## config.mk

```make
export PLATFORM = sky130hd
export DESIGN_NAME = sw_reg_responder_flat
export DESIGN_NICKNAME = d
export VERILOG_FILES = /design/src/rtl/sw_reg_pkg.sv /design/src/rtl/sw_reg_responder_if.sv /design/src/rtl/sw_reg_file.sv /design/src/rtl/sw_reg_responder.sv /design/src/flat_wrapper.sv
export SDC_FILE = /design/constraint.sdc
export NUM_CORES = 1
export LEC_CHECK = 0
export BUFFER_PORTS_ARGS = -buffer_cell sky130_fd_sc_hd__buf_4
export CAP_MARGIN = 20
export CELL_PAD_IN_SITES_DETAIL_PLACEMENT = 2
export CELL_PAD_IN_SITES_GLOBAL_PLACEMENT = 2
export CORE_MARGIN = 1
export CORE_UTILIZATION = 34
export CTS_CLUSTER_DIAMETER = 80
export DETAILED_ROUTE_END_ITERATION = 6
export PLACE_DENSITY = 0.85
export SLEW_MARGIN = 15
export SYNTH_ARGS = -nofsm -noshare
export SYNTH_HDL_FRONTEND = slang
export SYNTH_SLANG_ARGS = --single-unit
```

## constraint.sdc

```tcl
create_clock -name clk_i -period 3.4 [get_ports clk_i]
set_clock_uncertainty 0.05 [all_clocks]
set_input_delay 0.34 -clock clk_i [delete_from_list [all_inputs] [get_ports clk_i]]
set_output_delay 0.34 -clock clk_i [all_outputs]
set_load 0.02 [all_outputs]
```

## src/rtl/sw_reg_pkg.sv

```systemverilog
// Shared types and constants for the switch-side register bus responder.
package sw_reg_pkg;

    typedef enum logic [1:0] {
        StIdle,
        StWait,
        StAck
    } sw_state_e;

    localparam int unsigned SW_ADDR_W   = 2;
    localparam int unsigned SW_NUM_REGS = 4;
    localparam int unsigned SW_CNT_W    = 4;

    localparam logic OP_WRITE = 1'b1;
    localparam logic OP_READ  = 1'b0;

endpackage

```

## src/rtl/sw_reg_responder_if.sv

```systemverilog
// Decoder-to-switch register bus: request strobe/fields one way, completion the other.
interface sw_reg_responder_if #(
    parameter int unsigned W_WIDTH = 8
);
    import sw_reg_pkg::*;

    logic                 sel_en;
    logic [SW_ADDR_W-1:0] addr;
    logic [W_WIDTH-1:0]   wr_data;
    logic                 wr_rd_s;
    logic                 ack;
    logic [W_WIDTH-1:0]   rd_data;
    logic                 busy;
    logic                 err_collision;

    modport master (
        output sel_en, addr, wr_data, wr_rd_s,
        input  ack, rd_data, busy, err_collision
    );

    modport slave (
        input  sel_en, addr, wr_data, wr_rd_s,
        output ack, rd_data, busy, err_collision
    );

endinterface

```

## src/rtl/sw_reg_file.sv

```systemverilog
// Four switch port registers with a synchronous write port and a registered read port.
module sw_reg_file
    import sw_reg_pkg::*;
#(
    parameter int unsigned        W_WIDTH   = 8,
    parameter logic [W_WIDTH-1:0] RESET_VAL = '0
) (
    input  logic                            clk_i,
    input  logic                            rst_i,
    input  logic                            we_i,
    input  logic                            re_i,
    input  logic [SW_ADDR_W-1:0]            addr_i,
    input  logic [W_WIDTH-1:0]              wdata_i,
    output logic [W_WIDTH-1:0]              rdata_o,
    output logic [SW_NUM_REGS*W_WIDTH-1:0]  reg_q_o
);

    logic [W_WIDTH-1:0] regs_q [SW_NUM_REGS];
    logic [W_WIDTH-1:0] rdata_q;

    // Read data is only non-zero in the cycle following a read enable.
    always_ff @(posedge clk_i) begin
        if (rst_i) begin
            for (int k = 0; k < SW_NUM_REGS; k++) begin
                regs_q[k] <= RESET_VAL;
            end
            rdata_q <= '0;
        end else begin
            if (we_i) begin
                regs_q[addr_i] <= wdata_i;
            end
            rdata_q <= re_i ? regs_q[addr_i] : '0;
        end
    end

    assign rdata_o = rdata_q;

    for (genvar k = 0; k < SW_NUM_REGS; k++) begin : g_flat
        assign reg_q_o[k*W_WIDTH +: W_WIDTH] = regs_q[k];
    end

endmodule

```

## src/rtl/sw_reg_responder.sv

```systemverilog
// Switch-side register bus endpoint: accepts one request at a time and acks it
// after a per-direction programmable latency.
module sw_reg_responder
    import sw_reg_pkg::*;
#(
    parameter int unsigned        W_WIDTH     = 8,
    parameter int unsigned        READ_DELAY  = 1,
    parameter int unsigned        WRITE_DELAY = 0,
    parameter logic [W_WIDTH-1:0] RESET_VAL   = '0
) (
    input  logic                           clk_i,
    input  logic                           rst_i,
    sw_reg_responder_if.slave              bus_if,
    output logic [SW_NUM_REGS*W_WIDTH-1:0] reg_q_o
);

    localparam logic [SW_CNT_W-1:0] RdDly = SW_CNT_W'(READ_DELAY);
    localparam logic [SW_CNT_W-1:0] WrDly = SW_CNT_W'(WRITE_DELAY);

    sw_state_e            state_q, state_d;
    logic [SW_CNT_W-1:0]  cnt_q, cnt_d;
    logic [SW_ADDR_W-1:0] addr_q, addr_d;
    logic [W_WIDTH-1:0]   data_q, data_d;
    logic                 op_q, op_d;
    logic                 ack_q, busy_q, err_q;
    logic                 commit, we, re;

    always_comb begin
        state_d = state_q;
        cnt_d   = cnt_q;
        addr_d  = addr_q;
        data_d  = data_q;
        op_d    = op_q;
        unique case (state_q)
            StIdle: begin
                if (bus_if.sel_en) begin
                    addr_d  = bus_if.addr;
                    data_d  = bus_if.wr_data;
                    op_d    = bus_if.wr_rd_s;
                    cnt_d   = (bus_if.wr_rd_s == OP_WRITE) ? WrDly : RdDly;
                    state_d = (cnt_d == '0) ? StAck : StWait;
                end
            end
            StWait: begin
                if (cnt_q <= SW_CNT_W'(1)) begin
                    cnt_d   = '0;
                    state_d = StAck;
                end else begin
                    cnt_d = cnt_q - SW_CNT_W'(1);
                end
            end
            StAck:   state_d = StIdle;
            default: state_d = StIdle;
        endcase
    end

    // The _d capture values are valid on the entering edge, including the zero-delay path.
    assign commit = (state_d == StAck) && (state_q != StAck);
    assign we     = commit && (op_d == OP_WRITE);
    assign re     = commit && (op_d == OP_READ);

    always_ff @(posedge clk_i) begin
        if (rst_i) begin
            state_q <= StIdle;
            cnt_q   <= '0;
            addr_q  <= '0;
            data_q  <= '0;
            op_q    <= OP_READ;
            ack_q   <= 1'b0;
            busy_q  <= 1'b0;
            err_q   <= 1'b0;
        end else begin
            state_q <= state_d;
            cnt_q   <= cnt_d;
            addr_q  <= addr_d;
            data_q  <= data_d;
            op_q    <= op_d;
            ack_q   <= (state_d == StAck);
            busy_q  <= (state_d != StIdle);
            err_q   <= bus_if.sel_en && (state_q != StIdle);
        end
    end

    sw_reg_file #(
        .W_WIDTH   (W_WIDTH),
        .RESET_VAL (RESET_VAL)
    ) u_reg_file (
        .clk_i   (clk_i),
        .rst_i   (rst_i),
        .we_i    (we),
        .re_i    (re),
        .addr_i  (addr_d),
        .wdata_i (data_d),
        .rdata_o (bus_if.rd_data),
        .reg_q_o (reg_q_o)
    );

    assign bus_if.ack           = ack_q;
    assign bus_if.busy          = busy_q;
    assign bus_if.err_collision = err_q;

endmodule

```

## src/flat_wrapper.sv

```systemverilog
// flat-port wrapper written by rule: the top's interface ports become plain ports
module sw_reg_responder_flat import sw_reg_pkg::*;
#(
    parameter int unsigned        W_WIDTH     = 8,
    parameter int unsigned        READ_DELAY  = 1,
    parameter int unsigned        WRITE_DELAY = 0,
    parameter logic [W_WIDTH-1:0] RESET_VAL   = '0
)
  (clk_i, rst_i, reg_q_o, bus_if_sel_en, bus_if_addr, bus_if_wr_data, bus_if_wr_rd_s, bus_if_ack, bus_if_rd_data, bus_if_busy, bus_if_err_collision);
  sw_reg_responder_if #(.W_WIDTH(W_WIDTH)) bus_if_i ();
  input  logic clk_i;
  input  logic rst_i;
  output logic [SW_NUM_REGS*W_WIDTH-1:0] reg_q_o;
  input wire logic [$bits(bus_if_i.sel_en)-1:0] bus_if_sel_en;
  input wire logic [$bits(bus_if_i.addr)-1:0] bus_if_addr;
  input wire logic [$bits(bus_if_i.wr_data)-1:0] bus_if_wr_data;
  input wire logic [$bits(bus_if_i.wr_rd_s)-1:0] bus_if_wr_rd_s;
  output wire logic [$bits(bus_if_i.ack)-1:0] bus_if_ack;
  output wire logic [$bits(bus_if_i.rd_data)-1:0] bus_if_rd_data;
  output wire logic [$bits(bus_if_i.busy)-1:0] bus_if_busy;
  output wire logic [$bits(bus_if_i.err_collision)-1:0] bus_if_err_collision;
  assign bus_if_i.sel_en = bus_if_sel_en;
  assign bus_if_i.addr = bus_if_addr;
  assign bus_if_i.wr_data = bus_if_wr_data;
  assign bus_if_i.wr_rd_s = bus_if_wr_rd_s;
  assign bus_if_ack = bus_if_i.ack;
  assign bus_if_rd_data = bus_if_i.rd_data;
  assign bus_if_busy = bus_if_i.busy;
  assign bus_if_err_collision = bus_if_i.err_collision;
  sw_reg_responder #(.W_WIDTH(W_WIDTH), .READ_DELAY(READ_DELAY), .WRITE_DELAY(WRITE_DELAY), .RESET_VAL(RESET_VAL)) u_core (.clk_i(clk_i), .rst_i(rst_i), .bus_if(bus_if_i), .reg_q_o(reg_q_o));
endmodule
```

==> results.sh, run 1 <==
export IMPL_fillCellCount=732
export IMPL_hold_viol_final=0
export IMPL_layout_common_cells="61 x sky130_fd_sc_hd__buf_4, 32 x sky130_fd_sc_hd__edfxtp_1, 28 x sky130_fd_sc_hd__dfxtp_1"
export IMPL_detailroute_wirelength_met3_um=227
export IMPL_layout_overhead_on_the_synthesized_area_pct=29.8
export IMPL_hold_path_class="in -> reg"
export IMPL_cp_slowest_stage_delay_ps=560
export IMPL_synth_compound_gate_area_share_pct=6.14
export IMPL_fraction_of_layout_cells_with_a_size_suffix_above_1_pct=32.0
export IMPL_io_pins=57
export IMPL_clock_latency_on_the_worst_skew_pair_ps=340
export IMPL_critical_path_cell_chain="inv_1 -> ha_1 -> nor2_1 -> o31ai_1 -> nand4_1 -> nand2_1"
export IMPL_final_period_minus_worst_setup_slack_ps=2680
export IMPL_cpLargestDelayFamily="simple AND/OR/NAND/NOR gates"
export IMPL_wl_met2_um=3830
export IMPL_clk_pin_slew_worst_paths_ps=70
export IMPL_ys_ff_latch=60
export IMPL_synth_simple_area_share_pct=15.0
export IMPL_placed_cells_incl_taps=352
export IMPL_drv_slew=0
export IMPL_signal_arrival_time_at_the_worst_endpoint_ps=2630
export IMPL_die_y_um=87.2
export IMPL_maxUsedRoutingLayer="met4"
export IMPL_mappedNetlistArea_um2=2470
export IMPL_grt_first_pass_wirelength_um=11500
export IMPL_first_global_vias=2027
export IMPL_rr_worst_depth=6
export IMPL_achievable_frequency_ghz=0.374
export IMPL_postPlaceCellArea_um2=2980
export IMPL_vias_per_cell=5.14
export IMPL_total_grt_overflow=0
export IMPL_final_design_area_no_fill_um2=3200
export IMPL_antenna_cells=0
export IMPL_rows=30
export IMPL_route_layer_met1_wl_um=3200
export IMPL_worstSetupPathDepth=6
export IMPL_post_synth_fa_ha_maj_area_fraction_pct=1.01
export IMPL_path_buf_inv=1
export IMPL_mostFrequentLayoutCell="sky130_fd_sc_hd__buf_4"
export IMPL_synth_warnings=0
export IMPL_synthesized_area_per_cell_um2=12.0
export IMPL_timing_slew_headroom_pct=49.6
export IMPL_synth_edf_count=32
export IMPL_mappedNetlistNets=221
export IMPL_wire_per_inst_um=20.3
export IMPL_core_area_um2=6910
export IMPL_worst_ep_required_time_ps=3360
export IMPL_post_synth_main_area_contributors="sky130_fd_sc_hd__edfxtp_1 39%, sky130_fd_sc_hd__dfxtp_1 23%, sky130_fd_sc_hd__mux2i_1 8.1%, sky130_fd_sc_hd__nor3_1 5.3%, sky130_fd_sc_hd__mux2_2 3.7%"
export IMPL_drtAntennaViolNets=0
export IMPL_detailedRoute_firstPassIterationCount=4
export IMPL_total_of_buffers_placed_on_input_and_output_ports=56
export IMPL_fp_dieArea_um2=7600
export IMPL_slew_at_the_pin_with_the_worst_max_slew_slack_ps=750
export IMPL_irDropWorstVdd_mv=0.209
export IMPL_outcome="finished clean"
export IMPL_seq_area_frac_synth_pct=61.7
export IMPL_dr_total_vias=1892
export IMPL_grt_antenna_before_repair=0
export IMPL_slowest_stage="sky130_fd_sc_hd__o31ai_1"
export IMPL_cts_buffers_inserted=9
export IMPL_path_max_fanout=9
export IMPL_worstHoldPathCells=2
export IMPL_timing_critical_path_from_type="flip-flop"
export IMPL_drt_iter0_drc=75
export IMPL_cts_num_sinks=60
export IMPL_pwr_density_cell_nw_per_um2=545
export IMPL_totalNegativeSetupSlack_ps=0
export IMPL_max_cap_viol_count=0
export IMPL_synth_top_family_by_area="simple AND/OR/NAND/NOR gates"
export IMPL_finalNetCount=283
export IMPL_hold_buffers=0
export IMPL_dp_hpwl_um=5270
export IMPL_final_report_setup_violation_count=0
export IMPL_finalCritPeriodShare_pct=78.7
export IMPL_start_util_pct=35.7
export IMPL_cts_resized=0
export IMPL_finalPower_mw=1.75
export IMPL_grt_start_max_net_pins=34
export IMPL_cts_root_to_sink_buffers=2
export IMPL_most_used_flip_flop_cell_after_synthesis="sky130_fd_sc_hd__edfxtp_1"
export IMPL_layoutNonFillerInstCount=368
export IMPL_htreeDepth=3
export IMPL_cts_tree="yes"
export IMPL_detail_route_wirelength_um=7460
export IMPL_async_reset_ff_share_pct=0
export IMPL_leakage_power_total_nw=1.38
export IMPL_endpoint_kind="flip-flop"
export IMPL_rsz0062_at_grt="false"
export IMPL_synth_lib_cells_used_distinct=34
export IMPL_hold_worst_slack_ps=221
export IMPL_post_synth_top_area_cell="sky130_fd_sc_hd__edfxtp_1"
export IMPL_die_width_um=87.2
export IMPL_route_detailed_drc=0
export IMPL_syn_inst=205
export IMPL_yosysTopAreaCellShare_pct=39.0
export IMPL_gpl_final_weighted_congestion=0.773
export IMPL_muxShareOfSynthArea_pct=11.8
export IMPL_grt_total_usage_pct=21.4
export IMPL_synth_xor_xnor_area_share_pct=0
export IMPL_cts_root_buf="sky130_fd_sc_hd__clkbuf_8"
export IMPL_setup_fix_bufs_post_cts=0
export IMPL_criticalPathCategory="reg -> reg"
-- cell families (layout without fill, tap and decap cells) --
group,after synthesis,count (layout)
AOI/OAI and AO/OA,22,22
adders and majority gates,2,2
buffers and inverters,22,89
DFF,60,60
muxes,28,28
and+or+nand+nor,71,71
-- worst paths after layout --
path | start | endpoint | slack, ps
hold reg to reg | u_core.cnt_q[1] | u_core.cnt_q[1] | 490
setup / recovery | u_core.cnt_q[0] | u_core.u_reg_file.regs_q[0][0] | 720
hold / removal | rst_i | u_core.cnt_q[2] | 220
setup reg to reg | u_core.cnt_q[0] | u_core.u_reg_file.regs_q[0][0] | 720
-- area by class of cell --
type	instances	area [µm²]	area share, %
Tap cell	96	120	3.75
Sequential cell	60	1520	47.5
Clock buffer	10	128	3.99
Multi-Input combinational cell	123	840	26.2
Timing Repair Buffer	61	458	14.3
Clock inverter	6	88.8	2.78
Inverter	12	45.0	1.41
-- where the power goes --
group / switching [mW] / internal [mW] / total (mW) / leakage, nW
sequential: 0.0218 / 0.795 / 0.817 / 0.560
combinational: 0.132 / 0.0870 / 0.219 / 0.714
clock: 0.297 / 0.412 / 0.709 / 0.102
total: 0.451 / 1.29 / 1.75 / 1.38
-- flip-flops by register name (all words and copies together), names as in the netlist --
signal and cells:
u_core.bus_if.ack 1, u_core.bus_if.busy 1, u_core.bus_if.err_collision 1, u_core.addr_q 2, u_core.op_q 1, u_core.u_reg_file.regs_q 32
u_core.u_reg_file.rdata_o 8, u_core.cnt_q 4, u_core.state_q 2, u_core.data_q 8
-- layer usage --
| metal | up-vias | track usage (%) |
|---|---|---|
| met5 | - | 0 |
| met4 | 0 | 9.99 |
| met1 | 958 | 25.4 |
| met2 | 45 | 37.0 |
| li1 | 875 | - |
| met3 | 14 | 4.45 |
-- synth_stat cells (all sizes together) (2+ instances only) --
cell / n
edfxtp: 32
dfxtp: 28
nor3: 26
mux2i: 20
nor2: 18
inv: 12
nand2: 10
mux2: 8
o22ai: 8
buf: 7
clkbuf: 3
nand4b: 3
nor3b: 3
o21ai: 3
a21oi: 2
a2bb2oi: 2
ha: 2
nand2b: 2
nand4: 2
nor2b: 2
nor4: 2
o31ai: 2
-- stage by stage --
stage	util [%]	setup WS, ps
4_1_cts	46.3	571
2_1_floorplan	-	837
3_5_place_dp	43.2	561
3_3_place_gp	43.2	756
6_report	46.3	724
5_1_grt	46.3	561
(Power assumes the default switching activity.)
==> run 2, diff against run 1 <==
Settings changed: ABC_AREA set to 1, CORE_UTILIZATION 34 to 32, PLACE_DENSITY 0.85 to 0.86.
Clock period 3.4 ns to 2.8 ns, I/O delays scaled along.
==> results.sh, run 2 <==
export IMPL_mappedNetlistArea_um2=2670
export IMPL_largest_register="u_core.u_reg_file.regs_q"
export IMPL_hold_viol_final=0
export IMPL_fp_dieArea_um2=8730
export IMPL_achievable_frequency_ghz=0.428
export IMPL_switching_share_pct=29.9
export IMPL_switchingPower_uw=611
export IMPL_setup_fix_bufs_post_cts=0
export IMPL_detail_route_wirelength_um=8590
export IMPL_slew_at_the_pin_with_the_worst_max_slew_slack_ps=504
export IMPL_synth_most_common_cell="sky130_fd_sc_hd__inv_1"
export IMPL_first_global_vias=2514
export IMPL_pwr_density_cell_nw_per_um2=606
export IMPL_io_pins=57
export IMPL_part_of_the_power_in_registers_pct=49.2
export IMPL_layout_common_cells="59 x sky130_fd_sc_hd__inv_1, 59 x sky130_fd_sc_hd__buf_4, 48 x sky130_fd_sc_hd__nor2_1"
export IMPL_core_area_um2=7890
export IMPL_max_cap_viol_count=0
export IMPL_cts_root_to_sink_buffers=2
export IMPL_criticalPathCategory="reg -> reg"
export IMPL_total_of_buffers_placed_on_input_and_output_ports=56
export IMPL_synth_warnings=0
export IMPL_most_used_flip_flop_cell_after_synthesis="sky130_fd_sc_hd__edfxtp_1"
export IMPL_timing_critical_path_from_type="flip-flop"
export IMPL_hold_buffers=0
export IMPL_synthesized_area_per_cell_um2=8.74
export IMPL_endpoint="u_core.u_reg_file.regs_q[0][2]"
export IMPL_drtAntennaViolNets=0
export IMPL_finalCritPeriodShare_pct=83.5
export IMPL_wire_per_inst_um=18.1
export IMPL_worst_ep_required_time_ps=2760
export IMPL_total_grt_overflow=0
export IMPL_setup_reg_to_reg_worst_slack_ps=460
export IMPL_yosysTopAreaCellShare_pct=35.9
export IMPL_final_period_minus_worst_setup_slack_ps=2340
export IMPL_irDropWorstVdd_mv=0.198
export IMPL_fraction_of_layout_cells_with_a_size_suffix_above_1_pct=24.1
export IMPL_timing_rr_start="u_core.state_q[0]"
export IMPL_detailedRoute_firstPassIterationCount=4
export IMPL_cts_buffers_inserted=9
export IMPL_clk_pin_slew_worst_paths_ps=60
export IMPL_grt_start_max_net_pins=18
export IMPL_power_clock_fraction_pct=33.7
export IMPL_cts_tree="yes"
export IMPL_timing_slew_headroom_pct=66.4
export IMPL_startpoint="u_core.state_q[0]"
export IMPL_p_int_mw=1.43
export IMPL_rows=32
export IMPL_placed_cells_incl_taps=460
export IMPL_finalNetCount=385
export IMPL_layout_overhead_on_the_synthesized_area_pct=25.9
export IMPL_rr_worst_depth=7
export IMPL_post_synth_top_area_cell="sky130_fd_sc_hd__edfxtp_1"
export IMPL_groute_layer_met1_usage_pct=26.7
export IMPL_vias_per_cell=4.84
export IMPL_combinationalPowerShare_pct=17.1
export IMPL_drt_iter0_drc=69
export IMPL_grt_antenna_before_repair=0
export IMPL_die_width_um=93.4
export IMPL_start_util_pct=33.9
export IMPL_antenna_cells=0
export IMPL_grt_first_pass_wirelength_um=13800
export IMPL_synth_lib_cells_used_distinct=23
export IMPL_largest_register_ffs=32
export IMPL_die_y_um=93.4
export IMPL_ys_ff_latch=60
export IMPL_post_route_util_pct=42.7
export IMPL_grt_total_usage_pct=21.7
export IMPL_cts_resized=0
export IMPL_cts_num_sinks=60
export IMPL_outcome="finished clean"
export IMPL_busiest_layer="met2"
export IMPL_synth_common_cells="59 x sky130_fd_sc_hd__inv_1, 48 x sky130_fd_sc_hd__nor2_1, 44 x sky130_fd_sc_hd__nand3_1"
export IMPL_grt_use_met3_pct=3.66
export IMPL_cts_root_buf="sky130_fd_sc_hd__clkbuf_8"
export IMPL_endpoint_kind="flip-flop"
export IMPL_dp_hpwl_um=6150
export IMPL_totalNegativeSetupSlack_ps=0
export IMPL_signal_arrival_time_at_the_worst_endpoint_ps=2290
export IMPL_dr_total_vias=2305
export IMPL_syn_inst=306
export IMPL_async_reset_ff_share_pct=0
export IMPL_htreeDepth=3
export IMPL_gr_usage_met2_pct=37.7
export IMPL_route_detailed_drc=0
export IMPL_drv_slew=0
export IMPL_path_max_fanout=17
export IMPL_critical_r2r_capture="u_core.u_reg_file.regs_q[0][2]"
export IMPL_synth_edf_count=32
export IMPL_mappedNetlistNets=322
export IMPL_final_report_setup_violation_count=0
export IMPL_rsz0062_at_grt="false"
export IMPL_hold_path_class="in -> reg"
export IMPL_clock_latency_on_the_worst_skew_pair_ps=350
export IMPL_seq_area_frac_synth_pct=56.9
export IMPL_layoutNonFillerInstCount=476
export IMPL_leakage_power_total_nw=1.60
export IMPL_post_synth_main_area_contributors="sky130_fd_sc_hd__edfxtp_1 36%, sky130_fd_sc_hd__dfxtp_1 21%, sky130_fd_sc_hd__inv_1 8.3%, sky130_fd_sc_hd__nand3_1 8.2%, sky130_fd_sc_hd__nor2_1 6.7%"
export IMPL_gpl_final_weighted_congestion=0.755
[run 2: power by group through the flow]
stage	registers [mW]	logic, mW	clock network [mW]
3_5_place_dp	1.02	0.345	0
2_1_floorplan	1.05	0.182	0
4_1_cts	1.01	0.353	0.701
3_3_place_gp	1.02	0.328	0
6_report	1.01	0.348	0.687
5_1_grt	1.01	0.382	0.728
[run 2: final cells by class]
cell class | count | area, µm²
clock inverter | 3 | 13.8
timing repair buffer | 59 | 443
inverter | 61 | 230
clock buffer | 13 | 149
multi-input combinational | 178 | 882
fill | 878 | 4520
sequential | 60 | 1520
tap | 102 | 128
[run 2: worst min-delay path by stage]
stage	cells past startpoint	end	start	slack, ps
2_1_floorplan	2	u_core.bus_if.err_collision	bus_if_sel_en	350
6_report	2	u_core.cnt_q[1]	rst_i	150
3_5_place_dp	2	u_core.cnt_q[1]	u_core.cnt_q[1]	420
3_3_place_gp	2	u_core.cnt_q[1]	u_core.cnt_q[1]	400
4_1_cts	2	u_core.state_q[1]	rst_i	130
5_1_grt	2	u_core.state_q[1]	rst_i	140
[run 2: logic make-up (layout without fill, tap and decap cells)]
group | after synthesis | after routing | synth area share [%]
simple gates | 150 | 150 | 26.6
buf+inv | 68 | 136 | 10.1
flops | 60 | 60 | 56.9
compound gates | 25 | 25 | 5.10
fa+ha+maj | 2 | 2 | 0.936
xor+xnor | 1 | 1 | 0.328
[run 2: layer usage]
layer	vias to the layer above	routed length (µm)
met2	65	4320
met4	0	167
met1	1130	3780
met3	18	321
met5	-	0
li1	1092	-
[run 2: worst max-delay path, cell delays in order (launching register included)]
cell and delay (ps):
sky130_fd_sc_hd__dfxtp_1 340, sky130_fd_sc_hd__nor2_4 180, sky130_fd_sc_hd__nand2_4 170, sky130_fd_sc_hd__nand2_2 320
sky130_fd_sc_hd__nand2_2 290, sky130_fd_sc_hd__inv_1 220, sky130_fd_sc_hd__nand2_4 110, sky130_fd_sc_hd__nand2_1 300
[run 2: per-stage QoR]
step                power [mW]  hold WS [ps]  cell area [µm²]  setup slack [ps]
finish                    2.04           148             3370               461
global route              2.12           144             3370               289
CTS                       2.06           135             3370               420
detailed placement        1.37           419             3200               545
global placement          1.35           403             3200               662
floorplan                 1.23           353             2670               860
==> run 3, diff against run 2 <==
Settings changed: CORE_UTILIZATION 32 to 29, PLACE_DENSITY 0.86 to 0.82.
Clock period 2.8 ns to 2.1 ns, I/O delays scaled along.
==> results.sh, run 3 (same netlist as run 2, synthesis figures left out) <==
export IMPL_pwr_density_cell_nw_per_um2=834
export IMPL_final_period_minus_worst_setup_slack_ps=1970
export IMPL_rows=34
export IMPL_grt_antenna_before_repair=0
export IMPL_drtAntennaViolNets=0
export IMPL_power_clock_fraction_pct=37.2
export IMPL_die_y_um=98.0
export IMPL_mostFrequentLayoutCell="sky130_fd_sc_hd__buf_4"
export IMPL_gpl_final_weighted_congestion=0.784
export IMPL_route_detailed_drc=4
export IMPL_worst_ep_required_time_ps=2080
export IMPL_cts_num_sinks=60
export IMPL_hold_path_class="in -> reg"
export IMPL_combinationalPowerShare_pct=16.3
export IMPL_irDropWorstVdd_mv=0.290
export IMPL_cts_tree="yes"
export IMPL_layout_overhead_on_the_synthesized_area_pct=29.1
export IMPL_slew_at_the_pin_with_the_worst_max_slew_slack_ps=468
export IMPL_endpoint_kind="flip-flop"
export IMPL_finalNetCount=389
export IMPL_setup_reg_to_reg_worst_slack_ps=130
export IMPL_hold_viol_final=0
export IMPL_layout_common_cells="63 x sky130_fd_sc_hd__buf_4, 59 x sky130_fd_sc_hd__inv_1, 48 x sky130_fd_sc_hd__nor2_1"
export IMPL_placed_cells_incl_taps=470
export IMPL_path_max_fanout=16
export IMPL_detail_route_wirelength_um=8200
export IMPL_clock_latency_on_the_worst_skew_pair_ps=330
export IMPL_dp_hpwl_um=6230
export IMPL_cts_root_buf="sky130_fd_sc_hd__clkbuf_8"
export IMPL_grt_first_pass_wirelength_um=13100
export IMPL_antenna_cells=0
export IMPL_leakage_power_total_nw=1.63
export IMPL_max_cap_viol_count=0
export IMPL_clk_pin_slew_worst_paths_ps=70
export IMPL_htreeDepth=3
export IMPL_drt_iter0_drc=61
export IMPL_vias_per_cell=4.63
export IMPL_p_int_mw=2.07
export IMPL_wire_per_inst_um=16.9
export IMPL_criticalPathCategory="reg -> reg"
export IMPL_total_grt_overflow=0
export IMPL_timing_slew_headroom_pct=68.7
export IMPL_core_area_um2=8810
export IMPL_io_pins=57
export IMPL_cts_buffers_inserted=9
export IMPL_switching_share_pct=28.1
export IMPL_setup_fix_bufs_post_cts=0
export IMPL_detailedRoute_firstPassIterationCount=6
export IMPL_cts_root_to_sink_buffers=2
export IMPL_total_of_buffers_placed_on_input_and_output_ports=56
export IMPL_grt_total_usage_pct=18.2
export IMPL_part_of_the_power_in_registers_pct=46.5
export IMPL_switchingPower_uw=809
export IMPL_final_report_setup_violation_count=0
export IMPL_largest_register="u_core.u_reg_file.regs_q"
export IMPL_achievable_frequency_ghz=0.508
export IMPL_failing_checks="DRC"
export IMPL_grt_start_max_net_pins=17
export IMPL_fp_dieArea_um2=9610
export IMPL_timing_critical_path_from_type="flip-flop"
export IMPL_fillCellCount=1001
export IMPL_signal_arrival_time_at_the_worst_endpoint_ps=1950
export IMPL_start_util_pct=30.4
export IMPL_finalCritPeriodShare_pct=93.7
export IMPL_totalNegativeSetupSlack_ps=0
export IMPL_largest_register_ffs=32
export IMPL_fraction_of_layout_cells_with_a_size_suffix_above_1_pct=26.5
export IMPL_drv_slew=0
export IMPL_first_global_vias=2457
export IMPL_dr_total_vias=2252
export IMPL_die_width_um=98.0
export IMPL_outcome="finished, violations left"
export IMPL_layoutNonFillerInstCount=486
[run 3: final timing paths]
path                startpoint                             end  depth (start not counted)
min                      rst_i                 u_core.cnt_q[3]                          2
min reg2reg    u_core.cnt_q[1]                 u_core.cnt_q[1]                          2
max          u_core.state_q[0]  u_core.u_reg_file.regs_q[0][3]                          9
max reg2reg  u_core.state_q[0]  u_core.u_reg_file.regs_q[0][3]                          9
[run 3: timing repair]
item,CTS,global route
hold endpoints to repair,0,0
gates resized for setup,1,2
hold buffers,0,0
setup endpoints to repair,3,16
[run 3: per-stage QoR]
stage / utilization [%] / worst slack (ps) / power [mW] / cell area (µm²) / hold slack (ps)
floorplan: - / 160 / 1.65 / 2670 / 283
global placement: 36.8 / 182 / 1.81 / 3240 / 405
detailed placement: 36.8 / 46.1 / 1.83 / 3240 / 415
CTS: 39.1 / 22.9 / 2.90 / 3450 / 57.7
global route: 39.2 / -12.1 / 3.00 / 3450 / 76.7
finish: 39.2 / 132 / 2.88 / 3450 / 71.1
[run 3: layer usage]
| metal | global-route usage, % | share of wire (%) | vias up |
|---|---|---|---|
| li1 | - | - | 1100 |
| met1 | 22.1 | 44 | 1101 |
| met2 | 32.0 | 51 | 40 |
| met3 | 3.01 | 2.8 | 11 |
| met4 | 7.23 | 1.7 | 0 |
| met5 | 0 | 0 | - |
[run 3: layout make-up]
| cell class | count | area [µm²] | share of cell area (%) |
|---|---|---|---|
| sequential | 60 | 1520 | 44.1 |
| multi-input combinational | 178 | 890 | 25.8 |
| timing repair buffer | 63 | 473 | 13.7 |
| inverter | 61 | 230 | 6.67 |
| clock buffer | 12 | 155 | 4.49 |
| tap | 108 | 135 | 3.91 |
| clock inverter | 4 | 47.5 | 1.38 |
[run 3: power by group through the flow]
stage | sequential, mW | combinational [mW] | clock (mW)
final | 1.34 | 0.470 | 1.07
after floorplan | 1.40 | 0.242 | 0
after detailed placement | 1.37 | 0.467 | 0
after CTS | 1.34 | 0.474 | 1.09
after global routing | 1.35 | 0.517 | 1.14
after global placement | 1.36 | 0.445 | 0
[run 3: critical path, cell delays in order (launching register included)]
cell	delay (ps)
sky130_fd_sc_hd__dfxtp_1	350
sky130_fd_sc_hd__nor2_4	180
sky130_fd_sc_hd__nand2_4	160
sky130_fd_sc_hd__clkinv_2	120
sky130_fd_sc_hd__nand2_1	90
sky130_fd_sc_hd__nand2_2	110
sky130_fd_sc_hd__inv_1	100
sky130_fd_sc_hd__nor2_4	190
sky130_fd_sc_hd__nand2_4	120
sky130_fd_sc_hd__nand2_2	190
